## config.mk

```make
export PLATFORM = sky130hd
export DESIGN_NAME = uart_rx_flat
export DESIGN_NICKNAME = d
export VERILOG_FILES = /design/src/rtl/uart_rx_pkg.sv /design/src/rtl/uart_rx_if.sv /design/src/rtl/uart_rx_baud_tick.sv /design/src/rtl/uart_rx.sv /design/src/flat_wrapper.sv
export SDC_FILE = /design/constraint.sdc
export NUM_CORES = 1
export LEC_CHECK = 0
export BUFFER_PORTS_ARGS = -buffer_cell sky130_fd_sc_hd__clkbuf_2
export CAP_MARGIN = 15
export CORE_AREA = 2 2 61 63
export CTS_CLUSTER_SIZE = 25
export DETAILED_ROUTE_END_ITERATION = 8
export DIE_AREA = 0 0 63 65
export GPL_ROUTABILITY_DRIVEN = 0
export PLACE_DENSITY = 0.7
export SETUP_SLACK_MARGIN = 0.02
export SLEW_MARGIN = 40
export SYNTH_ARGS = -nofsm -noshare
export SYNTH_HDL_FRONTEND = slang
export SYNTH_SLANG_ARGS = --single-unit
```

## constraint.sdc

```tcl
create_clock -name CLK_I -period 2.4 [get_ports CLK_I]
set_input_delay 0.36 -clock CLK_I [delete_from_list [all_inputs] [get_ports CLK_I]]
set_output_delay 0.36 -clock CLK_I [all_outputs]
set_load 0.01 [all_outputs]
```

## src/rtl/uart_rx_pkg.sv

```systemverilog
// -----------------------------------------------------------------------------
// uart_rx_pkg
// Shared definitions for the UART receiver.
//   state_t     : receiver FSM state encoding (also exported on the debug port)
//   OVERSAMPLE  : oversample ticks per bit
//   MID_START   : sample index used to confirm the start bit
//   calc_div    : clocks per oversample tick, rounded to nearest
// Optional feature macro: UART_RX_PARITY_EN (8E1 framing; see uart_rx.sv)
// -----------------------------------------------------------------------------
package uart_rx_pkg;

    typedef enum logic [2:0] {
        ST_IDLE   = 3'd0,
        ST_START  = 3'd1,
        ST_DATA   = 3'd2,
        ST_PARITY = 3'd3,
        ST_STOP   = 3'd4,
        ST_BREAK  = 3'd5
    } state_t;

    localparam int OVERSAMPLE = 16;
    localparam int MID_START  = 7;

    // Round CLK_HZ/(BAUD*OVERSAMPLE) to nearest. A result below 1 means the
    // clock is too slow for the baud rate; it is clamped to 1 so the
    // prescaler stays well formed.
    function automatic int calc_div(input int clk_hz, input int baud);
        int d;
        d = (clk_hz + (baud * OVERSAMPLE) / 2) / (baud * OVERSAMPLE);
        return (d < 1) ? 1 : d;
    endfunction

endpackage

```

## src/rtl/uart_rx_if.sv

```systemverilog
// -----------------------------------------------------------------------------
// uart_rx_if
// Core-side bus of the UART receiver.
//   DATA_O      : received byte
//   VALID_O     : DATA_O holds an unconsumed byte
//   READY_I     : consumer accepts DATA_O when VALID_O && READY_I on a rising edge
//   FRAME_ERR_O : one-cycle pulse, bad stop (or parity) bit
//   OVERRUN_O   : one-cycle pulse, byte dropped because the holding register was full
//   STATE_O     : receiver FSM state, debug visibility only
// Handshake: a transfer happens on every rising edge where VALID_O && READY_I.
// VALID_O never drops without a transfer, and DATA_O does not change while
// VALID_O is high and READY_I is low.
// master = receiver side, slave = consumer side.
// -----------------------------------------------------------------------------
interface uart_rx_if;
    import uart_rx_pkg::*;

    logic [7:0] DATA_O;
    logic       VALID_O;
    logic       READY_I;
    logic       FRAME_ERR_O;
    logic       OVERRUN_O;
    state_t     STATE_O;

    modport master (
        output DATA_O, VALID_O, FRAME_ERR_O, OVERRUN_O, STATE_O,
        input  READY_I
    );

    modport slave (
        input  DATA_O, VALID_O, FRAME_ERR_O, OVERRUN_O, STATE_O,
        output READY_I
    );

endinterface

```

## src/rtl/uart_rx_baud_tick.sv

```systemverilog
// -----------------------------------------------------------------------------
// uart_baud_tick
// Free-running prescaler producing one-cycle oversample ticks.
//   clk_i     : clock
//   rst_i     : asynchronous active-high reset
//   restart_i : force the count back to 0 (aligns tick phase to an event)
//   tick_o    : high for one cycle every DIV clocks
// -----------------------------------------------------------------------------
module uart_baud_tick #(
    parameter int DIV = 27
) (
    input  logic clk_i,
    input  logic rst_i,
    input  logic restart_i,
    output logic tick_o
);

    localparam int            CW   = (DIV > 1) ? $clog2(DIV) : 1;
    localparam logic [CW-1:0] LAST = CW'(DIV - 1);

    logic [CW-1:0] cnt_q, cnt_d;

    always_comb begin
        cnt_d = cnt_q + CW'(1);
        if (restart_i || (cnt_q == LAST)) begin
            cnt_d = '0;
        end
    end

    always_ff @(posedge clk_i or posedge rst_i) begin
        if (rst_i) begin
            cnt_q <= '0;
        end else begin
            cnt_q <= cnt_d;
        end
    end

    // A restart cycle never produces a tick, so the first tick after an edge
    // is a full DIV clocks later.
    assign tick_o = (cnt_q == LAST) && !restart_i;

endmodule

```

## src/rtl/uart_rx.sv

```systemverilog
// -----------------------------------------------------------------------------
// uart_rx
// 8N1 UART receiver with 16x oversampling, 2-flop input synchroniser,
// start-bit glitch rejection, framing and overrun detection.
//   CLK_I : system clock, rising edge
//   RST_I : asynchronous active-high reset
//   RX_I  : serial line, asynchronous, idle high
//   bus   : uart_rx_if.master (DATA_O, VALID_O, READY_I, FRAME_ERR_O,
//           OVERRUN_O, STATE_O)
// Optional feature macro: UART_RX_PARITY_EN -> 8E1 framing with a PARITY
// state after the data bits; a parity mismatch pulses FRAME_ERR_O and the
// byte is discarded.
// -----------------------------------------------------------------------------
module uart_rx
    import uart_rx_pkg::*;
#(
    parameter int CLK_HZ = 50000000,
    parameter int BAUD   = 115200
) (
    input  logic      CLK_I,
    input  logic      RST_I,
    input  logic      RX_I,
    uart_rx_if.master bus
);

    localparam int         DIV       = calc_div(CLK_HZ, BAUD);
    localparam logic [3:0] SCNT_MID  = 4'(MID_START);
    localparam logic [3:0] SCNT_LAST = 4'(OVERSAMPLE - 1);

    // Synchroniser and edge detect
    logic [1:0] sync_q;
    logic       rx_s;
    logic       rx_prev_q;

    // Receive FSM
    state_t     state_q, state_d;
    logic [3:0] scnt_q, scnt_d;
    logic [2:0] bit_q, bit_d;
    logic [7:0] shift_q, shift_d;
    logic       restart;
    logic       tick;
    logic       fsm_deliver;
    logic       fsm_frame_err;
`ifdef UART_RX_PARITY_EN
    logic       discard_q, discard_d;
`endif

    // Holding register / outputs
    logic       deliver_q;
    logic       frame_err_q;
    logic       overrun_q, overrun_d;
    logic [7:0] data_q, data_d;
    logic       valid_q, valid_d;

    assign rx_s = sync_q[1];

    uart_baud_tick #(
        .DIV (DIV)
    ) u_tick (
        .clk_i     (CLK_I),
        .rst_i     (RST_I),
        .restart_i (restart),
        .tick_o    (tick)
    );

    // ---------------------------------------------------------------------
    // FSM next state
    // ---------------------------------------------------------------------
    always_comb begin
        state_d       = state_q;
        scnt_d        = scnt_q;
        bit_d         = bit_q;
        shift_d       = shift_q;
        restart       = 1'b0;
        fsm_deliver   = 1'b0;
        fsm_frame_err = 1'b0;
`ifdef UART_RX_PARITY_EN
        discard_d     = discard_q;
`endif

        case (state_q)
            ST_IDLE: begin
                if (rx_prev_q && !rx_s) begin
                    // Re-phase the prescaler so oversample ticks line up with
                    // the start edge.
                    state_d = ST_START;
                    scnt_d  = '0;
                    restart = 1'b1;
`ifdef UART_RX_PARITY_EN
                    discard_d = 1'b0;
`endif
                end
            end

            ST_START: begin
                if (tick) begin
                    if (scnt_q == SCNT_MID) begin
                        scnt_d  = '0;
                        bit_d   = '0;
                        // Line back high at mid start bit: a glitch, not a frame.
                        state_d = rx_s ? ST_IDLE : ST_DATA;
                    end else begin
                        scnt_d = scnt_q + 4'd1;
                    end
                end
            end

            ST_DATA: begin
                if (tick) begin
                    if (scnt_q == SCNT_LAST) begin
                        scnt_d  = '0;
                        shift_d = {rx_s, shift_q[7:1]};
                        if (bit_q == 3'd7) begin
`ifdef UART_RX_PARITY_EN
                            state_d = ST_PARITY;
`else
                            state_d = ST_STOP;
`endif
                        end else begin
                            bit_d = bit_q + 3'd1;
                        end
                    end else begin
                        scnt_d = scnt_q + 4'd1;
                    end
                end
            end

`ifdef UART_RX_PARITY_EN
            ST_PARITY: begin
                if (tick) begin
                    if (scnt_q == SCNT_LAST) begin
                        scnt_d  = '0;
                        state_d = ST_STOP;
                        // Even parity: data bits plus parity bit XOR to 0.
                        if (^{shift_q, rx_s}) begin
                            fsm_frame_err = 1'b1;
                            discard_d     = 1'b1;
                        end
                    end else begin
                        scnt_d = scnt_q + 4'd1;
                    end
                end
            end
`endif

            ST_STOP: begin
                if (tick) begin
                    if (scnt_q == SCNT_LAST) begin
                        scnt_d = '0;
                        if (rx_s) begin
`ifdef UART_RX_PARITY_EN
                            fsm_deliver = !discard_q;
`else
                            fsm_deliver = 1'b1;
`endif
                            state_d = ST_IDLE;
                        end else begin
                            fsm_frame_err = 1'b1;
                            state_d       = ST_BREAK;
                        end
                    end else begin
                        scnt_d = scnt_q + 4'd1;
                    end
                end
            end

            ST_BREAK: begin
                // Stay here while the line is held low so a break does not
                // look like a stream of start bits.
                if (rx_s) begin
                    state_d = ST_IDLE;
                end
            end

            default: begin
                state_d = ST_IDLE;
            end
        endcase
    end

    // ---------------------------------------------------------------------
    // Holding register: load on the cycle after the stop sample
    // ---------------------------------------------------------------------
    always_comb begin
        data_d    = data_q;
        valid_d   = valid_q;
        overrun_d = 1'b0;
        if (valid_q && bus.READY_I) begin
            valid_d = 1'b0;
        end
        if (deliver_q) begin
            // Accepting the old byte in this same cycle frees the register.
            if (!valid_q || bus.READY_I) begin
                data_d  = shift_q;
                valid_d = 1'b1;
            end else begin
                overrun_d = 1'b1;
            end
        end
    end

    always_ff @(posedge CLK_I or posedge RST_I) begin
        if (RST_I) begin
            sync_q      <= 2'b11;
            rx_prev_q   <= 1'b1;
            state_q     <= ST_IDLE;
            scnt_q      <= '0;
            bit_q       <= '0;
            shift_q     <= '0;
            deliver_q   <= 1'b0;
            frame_err_q <= 1'b0;
            overrun_q   <= 1'b0;
            data_q      <= '0;
            valid_q     <= 1'b0;
`ifdef UART_RX_PARITY_EN
            discard_q   <= 1'b0;
`endif
        end else begin
            sync_q      <= {sync_q[0], RX_I};
            rx_prev_q   <= rx_s;
            state_q     <= state_d;
            scnt_q      <= scnt_d;
            bit_q       <= bit_d;
            shift_q     <= shift_d;
            deliver_q   <= fsm_deliver;
            frame_err_q <= fsm_frame_err;
            overrun_q   <= overrun_d;
            data_q      <= data_d;
            valid_q     <= valid_d;
`ifdef UART_RX_PARITY_EN
            discard_q   <= discard_d;
`endif
        end
    end

    assign bus.DATA_O      = data_q;
    assign bus.VALID_O     = valid_q;
    assign bus.FRAME_ERR_O = frame_err_q;
    assign bus.OVERRUN_O   = overrun_q;
    assign bus.STATE_O     = state_q;

endmodule
```

## src/flat_wrapper.sv

```systemverilog
// flat-port wrapper written by rule: the top's interface ports become plain ports
module uart_rx_flat import uart_rx_pkg::*;
#(
    parameter int CLK_HZ = 50000000,
    parameter int BAUD   = 115200
)
  (CLK_I, RST_I, RX_I, bus_DATA_O, bus_VALID_O, bus_FRAME_ERR_O, bus_OVERRUN_O, bus_STATE_O, bus_READY_I);
  uart_rx_if bus_i ();
  input  logic CLK_I;
  input  logic RST_I;
  input  logic RX_I;
  output wire logic [$bits(bus_i.DATA_O)-1:0] bus_DATA_O;
  output wire logic [$bits(bus_i.VALID_O)-1:0] bus_VALID_O;
  output wire logic [$bits(bus_i.FRAME_ERR_O)-1:0] bus_FRAME_ERR_O;
  output wire logic [$bits(bus_i.OVERRUN_O)-1:0] bus_OVERRUN_O;
  output wire logic [$bits(bus_i.STATE_O)-1:0] bus_STATE_O;
  input wire logic [$bits(bus_i.READY_I)-1:0] bus_READY_I;
  assign bus_DATA_O = bus_i.DATA_O;
  assign bus_VALID_O = bus_i.VALID_O;
  assign bus_FRAME_ERR_O = bus_i.FRAME_ERR_O;
  assign bus_OVERRUN_O = bus_i.OVERRUN_O;
  assign bus_STATE_O = bus_i.STATE_O;
  assign bus_i.READY_I = bus_READY_I;
  uart_rx #(.CLK_HZ(CLK_HZ), .BAUD(BAUD)) u_core (.CLK_I(CLK_I), .RST_I(RST_I), .RX_I(RX_I), .bus(bus_i));
endmodule
```

Word level (Yosys, flattened, before mapping)
Index checks and enable logic that the tools add are counted.

storage, ports and cells
  register bits after elaboration = 38
  input port bits = 4

operators by class
  multiplexer cells = 40
  reductions and logical operators = 17
  add/sub/neg operators = 3
  eq/ne operators = 19

operators with widths
  operator                                               number
  2-to-1 mux 3 bit                                       15
  2-to-1 mux 4 bit                                       5
  inequality test 2 x 1 -> 1 bit, second input constant  10
  2-to-1 mux 1 bit                                       15
  one-hot mux 3 bit (5 select lines)                     1
  one-hot mux 4 bit (3 select lines)                     1
  == test 3 bit, second input constant                   3
  AND reduction 9 bit                                    1
  one-hot mux 3 bit (2 select lines)                     1
  AND reduction 6 bit                                    1
  adder 5 x 1 -> 5 bit, second input constant            1
  == test 5 bit, second input constant                   1
  2-to-1 mux 5 bit                                       1
  adder 4 x 1 -> 4 bit, second input constant            1
  == test 4 x 3 -> 1 bit, second input constant          1
  == test 4 bit, second input constant                   1
  AND reduction 4 bit                                    1
  adder 3 x 1 -> 3 bit, second input constant            1
  == test 3 x 1 -> 1 bit, second input constant          1
  == test 3 x 2 -> 1 bit, second input constant          1
  logical AND 1 bit                                      3
  zero test 1 bit                                        3
  zero test 3 bit                                        1
  AND reduction 3 bit                                    1
  7 further kinds                                        8

Depth between registers and ports, before layout
Gate-level depths: netlist of run 1.

  word-level depth = 8
  gate-level depth with buffers = 6
  mapped depth without buffers = 6

By module
From an unflattened synthesis of run 1, not the netlist that was laid out.

second synthesis, totals
  cells, all modules = 151
  area total of the unflattened synthesis = 1815.5 sq um

modules (own cells, without submodules)
  module          cells each  times used  area an instance (sq um)
  uart_rx         127         1           1536.5
  uart_baud_tick  24          1           279.0

Worst setup path after synthesis of run 1
OpenSTA, ideal clock, no wires.

  kind = register to register
  start point = register u_core.bit_q[0]
  end point = register u_core.bit_q[0]
  cell stages (with the launch flop) = 7
  data arrival time = 1646 ps
  path slack = 626 ps
  path buffers = 0
  required time = 2273 ps
  cell sequence = dfrtp_1 ha_1 ha_1 nor2_1 a31oi_1 or4_4 mux2_1

on the way
  cells in the longest elaborated chain, start to end = 5

RTL lines
  element                             line            source
  from (decl)                         uart_rx.sv:38   logic [2:0] bit_q, bit_d;
  from (signal assigned)              uart_rx.sv:223  bit_q <= bit_d;
  adder 3 x 1 -> 3 bit                uart_rx.sv:120  bit_d = bit_q + 3'd1;
  2-to-1 mux 3 bit                    uart_rx.sv:113  if (bit_q == 3'd7) begin
  2-to-1 mux 3 bit                    uart_rx.sv:110  if (scnt_q == SCNT_LAST) begin
  2-to-1 mux 3 bit                    uart_rx.sv:109  if (tick) begin
  one-hot mux 3 bit (2 select lines)  uart_rx.sv:81   case (state_q)

Parallel ways exist; a longest one is shown, timed or not. The select of a mux whose other input is x is not followed.
A chain may end at the register's enable or synchronous reset.

Worst setup path in the final report of run 1
  start point = register u_core.state_q[1], in the netlist u_core.bus.STATE_O[1]
  end point = register u_core.scnt_q[0]

on the way
  cells in the longest elaborated chain, start to end = 6

RTL lines
  element                                   line                     source
  from (decl)                               uart_rx.sv:36            state_t state_q, state_d;
  from (signal assigned)                    uart_rx.sv:221           state_q <= state_d;
  zero test 3 bit                           uart_rx.sv:81
  2-to-1 mux 1 bit                          uart_rx.sv:81
  zero test 1 bit                           uart_rx_baud_tick.sv:40  assign tick_o = (cnt_q == LAST) && !restart_i;
  logical AND 1 bit                         uart_rx_baud_tick.sv:40
  inequality test 2 x 1 -> 1 bit (no line)  -
  AND reduction 4 bit (no line)             -
  to (signal assigned)                      uart_rx.sv:222           scnt_q <= scnt_d;
  to (decl)                                 uart_rx.sv:37            logic [3:0] scnt_q, scnt_d;

Parallel ways exist; a longest one is shown, timed or not.

==> summary.txt, run 1 <==
Run status
  – Status: complete, no violations

Power
  – Power Density: 829.7 nW/um^2
  – Sequential power share: 0.531
  – Lkg Pwr: 0.9919 nW
  – Switching power: 576.9 uW
  – Switching portion of total power: 0.3555
  – Gate power share: 0.278
  – Cell internal pwr: 1.046 mW
  – Max rail drop VDD: 0.4741 mV
  – Clock Power Share: 0.191

Synthesis
  – Number of synthesized flops with an enable pin: 0
  – FF+latch count, synth: 38
  – Distinct cells, synth: 42
  – Mean post-synth cell area: 12.13 sq um
  – Synth area leaders: dfrtp_1 (49%), mux2_1 (7.6%), mux2_2 (5.1%)
  – Post-synth top area share: 0.4944
  – Syn nets: 155
  – Post-synthesis cell area: 1772 sq um
  – Synth Flop Type: dfrtp_1
  – YS warnings: 0
  – Post-synth top area cell: dfrtp_1
  – Post-synthesis cell count: 146
  – Post-synthesis sequential area ratio: 0.5388
  – Asr flop ratio synth: 1.000

STA
  – Period minus WS final: 1.973 ns
  – Final setup violation count: 0
  – Slew headroom: 0.6647
  – Setup TNS: 0 ns
  – Final Cycle Share: 0.8222
  – Tightest Pin Transition: 0.5030 ns
  – RSZ-0062 raised after global routing: false
  – Worst hold slack: 0.07948 ns
  – Final number of hold-violating endpoints: 0
  – FMAX: 506.8 MHz
  – Skew final: 0.01246 ns
  – Max-slew violations: 0

Floorplanning
  – IO Pins: 18
  – Die H: 65 um
  – Die W: 63 um
  – Core area: 3496 sq um
  – Initial Util: 0.5068
  – Cell row count: 22
  – Die area: 4095 sq um

Setup path
  – Slowest stage delay, CP: 0.66 ns
  – Critical Path Fanout Max: 17
  – Kind of end point of the critical path: register
  – Reg2reg start: u_core.bus.STATE_O[1]$_DFFE_PP0P_
  – CP Data Required Time: 2.63 ns
  – Worst path slowest cell: dfrtp_1
  – Worst path buffer plus inverter count: 0
  – Crit path arrival time: 2.20 ns
  – CP startpoint kind: register
  – Crit path max-delay family: flip-flops
  – Crit. Startpoint: u_core.bus.STATE_O[1]$_DFFE_PP0P_
  – Critical path class: reg2reg
  – Cells along the critical path: or3b_1 -> a2bb2oi_2 -> nand2_1 -> mux2_1

Global route
  – First-pass GRT wire length: 5513 um
  – Largest net degree at the start of global routing: 39
  – Vias in the first global route: 1240
  – Antenna violations before repair: 0
  – Total GRT Usage: 0.1760
  – GRT overflow: 0

Clock network
  – CTS Hold Bufs: 0
  – PostCTS Resize Cnt: 0
  – CTS buffer count: 5
  – CTS tree: done
  – CTS Root Cell: clkbuf_4
  – Setup Buffers After CTS: 0
  – Max clock buf depth: 2
  – Clock net sink count: 38
  – H-tree levels: 2
  – Clk Latency, worst-skew pair: 0.34 ns
  – Reg clk slew, reported paths: 0.11 ns

Layout
  – Area Growth Syn to Fin: 10.38%
  – Nets: 176
  – ANT cells: 0
  – Filler cells: 321
  – Commonest non-fill, non-tap cell in the layout: dfrtp_1
  – Commonest cells after routing, fill and taps aside: dfrtp_1 (35), clkbuf_2 (17), nor2_1 (12), mux2_1 (12), mux2_2 (8)
  – Share of cells above drive strength 1: 0.2381

Route
  – Routed vias: 1181
  – DRT antenna net count: 0
  – Pre-antenna DRT Iters: 4
  – Vias per cell: 5.468
  – WL/cell: 14.29 um
  – Post-route DRC: 0
  – Drt total wl: 3086 um
  – Initial drt markers: 51

Run
  – Max Cap Viol: 0

Placed design
  – Port buffer count: 17
  – Post-DP HPWL: 2226 um

Min path
  – HP Class: in2async
==> cells in the mapped netlist, types with 2 or more instances <==
master / number
nor3_1: 2
a21oi_1: 4
a211oi_1: 2
nand2_1: 7
mux2_1: 12
nand3_1: 3
a21o_1: 2
nor3b_1: 2
inv_1: 6
ha_1: 5
nor2b_1: 2
nor2_1: 12
dfstp_2: 3
mux2_2: 8
or3b_1: 3
dfrtp_1: 35
xnor2_1: 4
and3_1: 5
o2bb2ai_1: 2
xor2_1: 2
buf_2: 4
==> worst reg2reg max path, cell delays in order (launching register included) <==
cell	delay, ns
dfrtp_1	0.66
or3b_1	0.53
a2bb2oi_2	0.23
nand2_1	0.13
mux2_1	0.32
==> path summary, 6_finish.rpt <==
| path | end | slack, ns | depth (start not counted) |
|---|---|---|---|
| worst min-delay path | u_core.shift_q[1]$_DFFE_PP0P_ | 0.08 | 3 |
| min in group CLK_I | u_core.sync_q[0]$_DFF_PP1_ | 0.09 | 1 |
| max in group asynchronous | u_core.sync_q[1]$_DFF_PP1_ | 1.97 | 3 |
| worst max register to register | u_core.scnt_q[0]$_DFFE_PP0P_ | 0.43 | 4 |
| worst max-delay path | u_core.scnt_q[0]$_DFFE_PP0P_ | 0.43 | 4 |
| worst min register to register | u_core.sync_q[1]$_DFF_PP1_ | 0.37 | 0 |
==> power groups by stage <==
stage	Clock, mW	Sequential [mW]	Combinational [mW]
6_report	0.311	0.861	0.451
5_1_grt	0.355	0.882	0.510
4_1_cts	0.326	0.858	0.458
3_5_place_dp	0	0.872	0.455
3_3_place_gp	0	0.857	0.422
2_1_floorplan	0	0.815	0.388
==> per-layer routing <==
layer / global-route usage / up-vias / part of all wire
met5: 0 / - / 0
met4: 0.1111 / 0 / 0.020
met3: 0.03472 / 9 / 0.030
met2: 0.2965 / 23 / 0.51
met1: 0.2066 / 583 / 0.44
li1: - / 566 / -
==> registers in the layout, indices dropped and copies added (netlist names) <==
signal and cells:
u_core.bit_q 3, u_core.rx_prev_q 1, u_core.bus.DATA_O 8, u_core.bus.OVERRUN_O 1, u_core.bus.VALID_O 1, u_core.u_tick.cnt_q 5, u_core.sync_q 2, u_core.shift_q 8
u_core.scnt_q 4, u_core.bus.STATE_O 3, u_core.deliver_q 1, u_core.bus.FRAME_ERR_O 1
==> logic make-up after synthesis <==
logic type      Yosys count  share of synthesized area
mux                      20                     0.1271
fa+ha+maj                 5                    0.03531
flops                    38                     0.5388
compound gates           22                    0.09534
simple gates             45                     0.1497
buf+inv                  10                    0.02401
xor+xnor                  6                    0.02966
==> layout make-up <==
cell class,instances,area (sq um),area share
clock buffer,6,41.29,0.02111
clock inverter,2,10.01,0.005118
inverter,6,22.52,0.01152
multi-input combinational,98,774.5,0.3960
sequential,38,954.7,0.4882
tap,48,60.06,0.03071
timing repair buffer,18,92.59,0.04734
==> through the flow <==
step                instances    util  power (mW)  setup slack [ns]  instance area [sq um]
finish                    216  0.5594       1.623            0.4267                   1956
global route              216  0.5594       1.747            0.3035                   1956
CTS                       216  0.5594       1.643            0.4347                   1956
detailed placement        208  0.5447       1.327            0.4505                   1904
global placement          208  0.5447       1.279            0.5373                   1904
floorplan                 146       -       1.203            0.6265                   1772
Note: power is estimated with default switching activity, not from simulation.
==> run 2, diff against run 1 <==
--- a/config.mk
+++ b/config.mk
@@ -7,12 +7,12 @@
 export LEC_CHECK = 0
 export BUFFER_PORTS_ARGS = -buffer_cell sky130_fd_sc_hd__clkbuf_2
 export CAP_MARGIN = 15
-export CORE_AREA = 2 2 61 63
+export CORE_AREA = 2 2 62 64
 export CTS_CLUSTER_SIZE = 25
 export DETAILED_ROUTE_END_ITERATION = 8
-export DIE_AREA = 0 0 63 65
+export DIE_AREA = 0 0 64 66
 export GPL_ROUTABILITY_DRIVEN = 0
-export PLACE_DENSITY = 0.7
+export PLACE_DENSITY = 0.71
 export SETUP_SLACK_MARGIN = 0.02
 export SLEW_MARGIN = 40
 export SYNTH_ARGS = -nofsm -noshare
==> constraint.sdc (replaced) <==
create_clock -name CLK_I -period 1.8 [get_ports CLK_I]
set_input_delay 0.27 -clock CLK_I [delete_from_list [all_inputs] [get_ports CLK_I]]
set_output_delay 0.27 -clock CLK_I [all_outputs]
set_load 0.01 [all_outputs]
==> summary.txt, run 2 (synthesis gave the netlist of run 1 again) <==
Run status
  – Status: complete, but fails checks
  – Failing checks: negative hold slack, negative setup slack

Global route
  – First-pass GRT wire length: 5802 um
  – Total GRT Usage: 0.1830
  – Vias in the first global route: 1298
  – Antenna violations before repair: 0
  – Largest net degree at the start of global routing: 39
  – GRT overflow: 0

Layout
  – ANT cells: 0
  – Commonest non-fill, non-tap cell in the layout: dfrtp_1
  – Final instance area: 2202 sq um
  – Share of cells above drive strength 1: 0.3956
  – Filler cells: 286
  – Nets: 190
  – Commonest cells after routing, fill and taps aside: dfrtp_1 (34), clkbuf_2 (17), buf_4 (12), nor2_1 (11), mux2_2 (8)
  – Area Growth Syn to Fin: 24.29%

Setup path
  – Worst path slowest cell: or4_4
  – Cells along the critical path: inv_1 -> ha_2 -> nand4b_1 -> or4_4 -> mux2_4
  – Critical Path Fanout Max: 4
  – Slowest stage delay, CP: 0.56 ns
  – Kind of end point of the critical path: register
  – Crit path arrival time: 2.06 ns
  – Worst path buffer plus inverter count: 1
  – Critical path class: reg2reg
  – Crit path max-delay family: simple AND/OR/NAND/NOR gates
  – CP Data Required Time: 2.03 ns
  – CP startpoint kind: register

Route
  – Vias per cell: 5.548
  – Routed vias: 1276
  – Pre-antenna DRT Iters: 5
  – Initial drt markers: 74
  – WL/cell: 15.13 um
  – Drt total wl: 3481 um
  – DRT antenna net count: 0
  – Post-route DRC: 0

STA
  – Period minus WS final: 1.832 ns
  – Final number of hold-violating endpoints: 4
  – Setup TNS: -0.08529 ns
  – Skew final: 0.006751 ns
  – Max-slew violations: 0
  – Tightest Pin Transition: 0.4531 ns
  – RSZ-0062 raised after global routing: true
  – Slew headroom: 0.6980
  – FMAX: 545.7 MHz
  – Worst hold slack: -0.002994 ns
  – Final setup violation count: 3
  – Final WS setup: -0.03241 ns
  – Final Cycle Share: 1.018

Clock network
  – Reg clk slew, reported paths: 0.11 ns
  – Clock net sink count: 38
  – CTS Root Cell: clkbuf_4
  – H-tree levels: 2
  – Clk Latency, worst-skew pair: 0.34 ns
  – Max clock buf depth: 2
  – CTS tree: done
  – CTS buffer count: 5

Power
  – Max rail drop VDD: 0.5096 mV
  – Sequential power share: 0.436
  – Lkg Pwr: 1.098 nW
  – Switching portion of total power: 0.3278
  – Cell internal pwr: 1.695 mW
  – Clock Power Share: 0.237
  – Power Density: 1145 nW/um^2
  – Gate power share: 0.327
  – Switching power: 826.4 uW

Placed design
  – Post-DP Area: 1957 sq um
  – Port buffer count: 17
  – Post-DP HPWL: 2431 um

Floorplanning
  – Cell row count: 22
  – Die area: 4224 sq um
  – Core area: 3551 sq um
  – Die W: 64 um
  – Initial Util: 0.4989
  – IO Pins: 18
  – Die H: 66 um

Run
  – Max Cap Viol: 0

Min path
  – HP Class: in2async
==> run 2: cell count changes in the layout (fill, tap and decap cells not counted), moves of 2 or more <==
cell	delta
nand2_1	-2
mux2_4	+6
mux2_1	-6
clkinv_2	-2
ha_1	-3
buf_4	+11
ha_2	+2
==> run 2: final cells by class <==
class / instances / area, sq um / share of cell area
Clock buffer: 7 / 55.05 / 0.02500
Timing Repair Buffer: 32 / 216.5 / 0.09830
Multi-Input combinational cell: 98 / 862.1 / 0.3915
Tap cell: 48 / 60.06 / 0.02727
Clock inverter: 1 / 30.03 / 0.01364
Inverter: 6 / 22.52 / 0.01023
Sequential cell: 38 / 955.9 / 0.4341
==> run 2: what timing repair did <==
action / CTS / global route
endpoints found under the hold margin: 1 / 0
hold buffers: 1 / 0
endpoints found under the setup margin: 8 / 15
gates cloned: 0 / 0
pin swaps: 1 / 2
gates resized for setup: 8 / 15
setup buffers: 1 / 5
==> run 2: stage by stage <==
step	cells	utilization	worst slack (ns)	total power, mW
6_report	230	0.6202	-0.03241	2.521
5_1_grt	230	0.6202	-0.09275	2.699
4_1_cts	225	0.5884	-0.04506	2.439
3_5_place_dp	215	0.5511	-0.09719	1.825
3_3_place_gp	215	0.5511	0.01258	1.779
2_1_floorplan	146	-	0.02648	1.604
==> run 2: tightest hold or removal path, stage by stage <==
cell	delay, ns
clkbuf_2	0.08
inv_1	0.04
buf_4	0.39
==> run 2: routing by layer <==
layer	vias up	track usage	routed length (um)
li1	589	-	-
met1	644	0.2058	1456
met2	32	0.3138	1807
met3	11	0.05622	156
met4	0	0.09239	60
met5	-	0	0
==> run 2: final timing paths <==
kind | slack [ns] | start | end | cells past startpoint
max | -0.03 | u_core.u_tick.cnt_q[0]$_DFF_PP0_ | u_core.bit_q[2]$_DFFE_PP0P_ | 5
min | -0.003 | RST_I | u_core.bus.STATE_O[1]$_DFFE_PP0P_ | 3
max reg2reg | -0.03 | u_core.u_tick.cnt_q[0]$_DFF_PP0_ | u_core.bit_q[2]$_DFFE_PP0P_ | 5
min reg2reg | 0.36 | u_core.sync_q[0]$_DFF_PP1_ | u_core.sync_q[1]$_DFF_PP1_ | 0
max in group asynchronous | 1.45 | RST_I | u_core.sync_q[0]$_DFF_PP1_ | 3
min in group CLK_I | 0.22 | bus_READY_I | u_core.bus.OVERRUN_O$_DFF_PP0_ | 3
==> run 2: power groups by stage <==
stage               combinational, mW  clock (mW)  sequential, mW
global placement                0.687           0            1.09
floorplan                       0.518           0            1.09
detailed placement              0.719           0            1.11
CTS                             0.727       0.623            1.09
finish                          0.824       0.598            1.10
global route                    0.910       0.662            1.13
